==> src/rtl/fifo_pkg.sv <==
// fifo_pkg: shared helpers, read-mode constants and parameter legality checks for the FIFO family.
package fifo_pkg;
  localparam int FIFO_MODE_STD = 0;
  localparam int FIFO_MODE_FWFT = 1;
  function automatic int clog2(input int n);
    int r;
    r = 0;
    while ((1 << r) < n) r++;
    return r;
  endfunction
  function automatic bit depth_ok(input int depth);
    return depth >= 4 && (depth & (depth - 1)) == 0;
  endfunction
  function automatic bit thresh_ok(input int depth, input int ae, input int af);
    return ae >= 0 && ae < af && af <= depth;
  endfunction
endpackage

==> src/rtl/fifo_ram.sv <==
// fifo_ram: DEPTH x DATA_WIDTH storage, synchronous write port and asynchronous read port.
module fifo_ram #(
  parameter int DATA_WIDTH = 8,
  parameter int DEPTH = 64,
  parameter int ADDR_WIDTH = 6
) (
  input  logic                  clk,
  input  logic                  we,
  input  logic [ADDR_WIDTH-1:0] waddr,
  input  logic [DATA_WIDTH-1:0] wdata,
  input  logic [ADDR_WIDTH-1:0] raddr,
  output logic [DATA_WIDTH-1:0] rdata
);
  logic [DATA_WIDTH-1:0] mem [DEPTH];
  always_ff @(posedge clk)
    if (we) mem[waddr] <= wdata;
  assign rdata = mem[raddr];
endmodule

==> src/rtl/sync_fifo.sv <==
// sync_fifo: single-clock FIFO with optional first-word-fall-through, threshold flags,
// fill level and sticky overflow/underflow.
module sync_fifo import fifo_pkg::*; #(
  parameter int DATA_WIDTH = 8,
  parameter int DEPTH = 64,
  parameter int PTR_WIDTH = clog2(DEPTH),
  parameter int FWFT = FIFO_MODE_STD,
  parameter int AF_THRESH = DEPTH - 4,
  parameter int AE_THRESH = 4
) (
  input  logic                  clk,
  input  logic                  rst,
  input  logic                  w_en,
  input  logic [DATA_WIDTH-1:0] din,
  input  logic                  r_en,
  output logic [DATA_WIDTH-1:0] dout,
  output logic                  full,
  output logic                  empty,
  output logic                  almost_full,
  output logic                  almost_empty,
  output logic [PTR_WIDTH:0]    count,
  output logic                  overflow,
  output logic                  underflow
);
  localparam logic [PTR_WIDTH:0] DEPTH_C = (PTR_WIDTH+1)'(DEPTH);
  localparam logic [PTR_WIDTH:0] AF_C = (PTR_WIDTH+1)'(AF_THRESH);
  localparam logic [PTR_WIDTH:0] AE_C = (PTR_WIDTH+1)'(AE_THRESH);
  if (!depth_ok(DEPTH)) begin : g_bad_depth
    $error("sync_fifo: DEPTH must be a power of two and at least 4");
  end
  if (!thresh_ok(DEPTH, AE_THRESH, AF_THRESH)) begin : g_bad_thresh
    $error("sync_fifo: need 0 <= AE_THRESH < AF_THRESH <= DEPTH");
  end
  if (FWFT != FIFO_MODE_STD && FWFT != FIFO_MODE_FWFT) begin : g_bad_mode
    $error("sync_fifo: FWFT must be 0 or 1");
  end
  logic [PTR_WIDTH:0] wptr, rptr;
  logic [DATA_WIDTH-1:0] rdata, dout_q;
  logic we, re;
  assign count = wptr - rptr;
  assign full = count == DEPTH_C;
  assign empty = count == '0;
  assign almost_full = count >= AF_C;
  assign almost_empty = count <= AE_C;
  // rst gates the RAM write here because the RAM port has no reset of its own
  assign we = w_en && !full && !rst;
  assign re = r_en && !empty && !rst;
  fifo_ram #(.DATA_WIDTH(DATA_WIDTH), .DEPTH(DEPTH), .ADDR_WIDTH(PTR_WIDTH)) u_ram (
    .clk(clk),
    .we(we),
    .waddr(wptr[PTR_WIDTH-1:0]),
    .wdata(din),
    .raddr(rptr[PTR_WIDTH-1:0]),
    .rdata(rdata)
  );
  always_ff @(posedge clk)
    if (rst) begin
      wptr <= '0;
      rptr <= '0;
      overflow <= 1'b0;
      underflow <= 1'b0;
      dout_q <= '0;
    end else begin
      if (we) wptr <= wptr + 1'b1;
      if (re) rptr <= rptr + 1'b1;
      if (w_en && full) overflow <= 1'b1;
      if (r_en && empty) underflow <= 1'b1;
      if (re) dout_q <= rdata;
    end
  assign dout = (FWFT == FIFO_MODE_FWFT) ? rdata : dout_q;
endmodule

==> config.mk <==
export PLATFORM = sky130hd
export DESIGN_NAME = sync_fifo
export DESIGN_NICKNAME = d
export VERILOG_FILES = /design/src/rtl/fifo_pkg.sv /design/src/rtl/fifo_ram.sv /design/src/rtl/sync_fifo.sv
export SDC_FILE = /design/constraint.sdc
export NUM_CORES = 1
export LEC_CHECK = 0
export ABC_AREA = 1
export BUFFER_PORTS_ARGS = -buffer_cell sky130_fd_sc_hd__buf_4
export CORE_AREA = 3 3 259 159
export CTS_CLUSTER_SIZE = 25
export DETAILED_ROUTE_END_ITERATION = 10
export DIE_AREA = 0 0 262 162
export GPL_ROUTABILITY_DRIVEN = 0
export MAX_ROUTING_LAYER = met4
export PLACE_DENSITY = 0.76
export SYNTH_ARGS = -nofsm -noshare
export SYNTH_HDL_FRONTEND = slang
export SYNTH_SLANG_ARGS = --single-unit
==> constraint.sdc <==
create_clock -name clk -period 7.14 [get_ports clk]
set_input_delay 1.428 -clock clk [delete_from_list [all_inputs] [get_ports clk]]
set_output_delay 1.428 -clock clk [all_outputs]
set_load 0.03 [all_outputs]
==> key figures <==
Setup path
  • Setup CP Type: register to primary output
  • Critical Path Sink Type: primary output
  • Critical Path Slowest Stage Cell: dfxtp_4
  • CP max stage delay: between 0.8 and 0.9 ns
  • Crit path max-delay family: buffers and inverters
  • Worst Path Arrival: 3.83 ns
  • Startpoint types: register
  • CP dominant cell by count: nand2_1
  • Critical Path, Cell by Cell: clkinv_2 -> buf_4 -> ha_1 -> nand2_1 -> nor2_1 -> nand2_1 -> nand3_1 -> nand2_1 -> nand2_2 -> nand4_2 -> inv_2 -> buf_4
  • CP max FO: 99
  • Worst Path Required: 5.71 ns
  • Buf+Inv Stages, Crit Path: 4

Power
  • Static Leak: 0.00972 µW
  • Power Dens Cells: 266 nW/µm²
  • VDD IR max: 0.277 mV

Cells and area
  • Area of the multi-input gates: 5990 µm²
  • Post-route core utilization: 64.7%
  • Design Area, Final: 25,200 µm²
  • Most common cell after layout, fill and taps aside: nand2_1
  • Layout Nets: approximately 2,300
  • Commonest cells after routing, fill and taps aside: nand2_1 (621), edfxtp_1 (512), nor2_1 (331), inv_1 (220), nand3_1 (180)
  • Layout cell share with drive strength beyond 1: 6.12%
  • Fill count: 3,031
  • Layout area overhead: 7.66%
  • Reg area: 15,900 µm²

Clocking
  • Clk sinks: 536
  • Cts hold-fix bufs: 0
  • Htree depth: 2
  • Clock transition at the registers of the reported paths: approximately 0.070 ns
  • Post-CTS setup buffer count: 0
  • Clk buf depth: 3
  • Clock root buffer: clkbuf_16
  • Resize count post-CTS: 0
  • CTS Buf Count: 48
  • Clk_lat worst skew: 0.58 ns
  • TritonCTS clock tree: done

Logic synthesis
  • Syn nets: 2,273
  • Post-synth EDFFs: 512
  • Unique masters post-synth: 39
  • Flops & latches, synth: about 540
  • Primary FF master, synth: edfxtp_1
  • Synth Cell Area: roughly 23,000 µm²
  • Async SR Flop Fraction: 0%
  • Post-synthesis sequential area ratio: 67.8%
  • Ys Warns: 0
  • Synthesized instance count: 2,252
  • Synth Area per Inst: 10.4 µm²

STA
  • RSZ-0062 raised after global routing: false
  • Worst slew margin: 12.5%
  • Worst slew pin tran: about 1.3 ns
  • Final hold violation count: 0
  • Max Fclk: 0.190 GHz
  • Tmin final: 5.26 ns
  • Clock Skew: 0.0134 ns
  • Final setup vio count: 0
  • Final cycle utilization of the critical path: roughly three quarters
  • Smallest hold slack: 0.460 ns
  • Setup ws final: 1.88 ns
  • Final Max Slew Viols: 0
  • Setup TNS after final layout: 0 ns

Drt
  • DRC: 0
  • Final WL: roughly 60,000 µm
  • Total number of vias: 16,200
  • DR WL/cell: 21.0 µm
  • DR pass1 iterations: 6
  • ANT nets after route: 0
  • DR vias/cell: 5.78
  • Starting DRT DRC Count: about 2,500

Place
  • DP Area: 23,700 µm²
  • Dpl hpwl: 34,100 µm
  • Post-place setup slack: 2.53 ns
  • Buffers on Ports: 32

Global routing
  • First-pass GRT wire length: approximately 90,000 µm
  • Initial antenna violation count: 1
  • Largest net degree at the start of global routing: between 100 and 150
  • GRT Overall Usage: between 20% and 30%
  • Vias in the first global route: 15,400
  • Grt ovf: 0

Job
  • Max cap viols: 0

Floorplanning
  • Vert. Die Dim: 162 µm
  • Core area: 39,000 µm²
  • Row cnt: 56
  • Die Span X: 262 µm
  • Top Ports: 33
  • DIE AREA: around 42,000 µm²
  • Starting Density: 60.1%

Min path
  • Hold Path Class: register to register

Status
  • Status: completed
layout make-up:
class	instances	area share [%]
repair buffers	42	1.25
multi-input cells	1377	23.8
diodes	1	0.00993
flip-flops and latches	536	63.0
clock buffers	62	5.14
well taps	522	2.59
clock inverters	27	0.849
inverters	228	3.43
per-layer routing:
metal	up-vias	global-route usage, %	share of wire [%]
li1	7413	-	-
met1	7623	43.6	43
met2	1000	39.4	42
met3	116	7.59	13
met4	0	7.36	2.5
met5	-	-	0
final timing paths:
path | start | endpoint | slack, ns | cells after the start
setup / recovery | rptr[1] | empty | 1.88 | 12
hold / removal | underflow | underflow | 0.46 | 2
setup reg to reg | rptr[1] | u_ram.mem[26][5] | 2.75 | 14
hold reg to reg | underflow | underflow | 0.46 | 2
kinds of logic after synthesis:
group	share of synthesized area, %
and+or+nand+nor	20.7
buffers and inverters	6.66
adders and majority gates	0.513
xor gates and xnor gates	0.107
AOI/OAI and AO/OA	4.29
DFF	67.8
power by group:
part,total [µW],switching (µW),internal [µW],leakage [µW]
sequential,3490,39.5,3450,0.00480
combinational,695,511,184,0.00419
clock,2520,1130,1390,0.000731
synthesized netlist by cell type, drive strengths merged, types with 2 or more instances:
cell type | count | area (µm²)
a21oi | 26 | 130
buf | 88 | 608
clkbuf | 23 | 87.6
clkinv | 2 | 7.51
dfxtp | 24 | 480
edfxtp | 512 | 15400
ha | 8 | 100
inv | 226 | 856
nand2 | 632 | 2410
nand3 | 185 | 973
nand4 | 8 | 71.3
nor2 | 333 | 1260
nor3 | 21 | 105
o211ai | 28 | 215
o21ai | 131 | 659
through the flow:
stage          std cells  total power [µW]
6_report            2795              6710
5_1_grt             2795              6920
4_1_cts             2794              6710
3_5_place_dp        2705              4240
3_3_place_gp        2705              4220
2_1_floorplan       2252              4020
registers in the layout, summed over array words and instances (netlist names):
register   count
rptr           7
u_ram.mem    512
underflow      1
wptr           7
dout           8
overflow       1
worst reg2reg max path, delay by kind of cell (launching register included):
family | cells | cell delay, ns
and+or+nand+nor | 10 | 1.83
buffers and inverters | 3 | 0.84
DFF | 1 | 0.83
adders and majority gates | 1 | 0.49
Note: power is estimated with default switching activity, not from simulation.
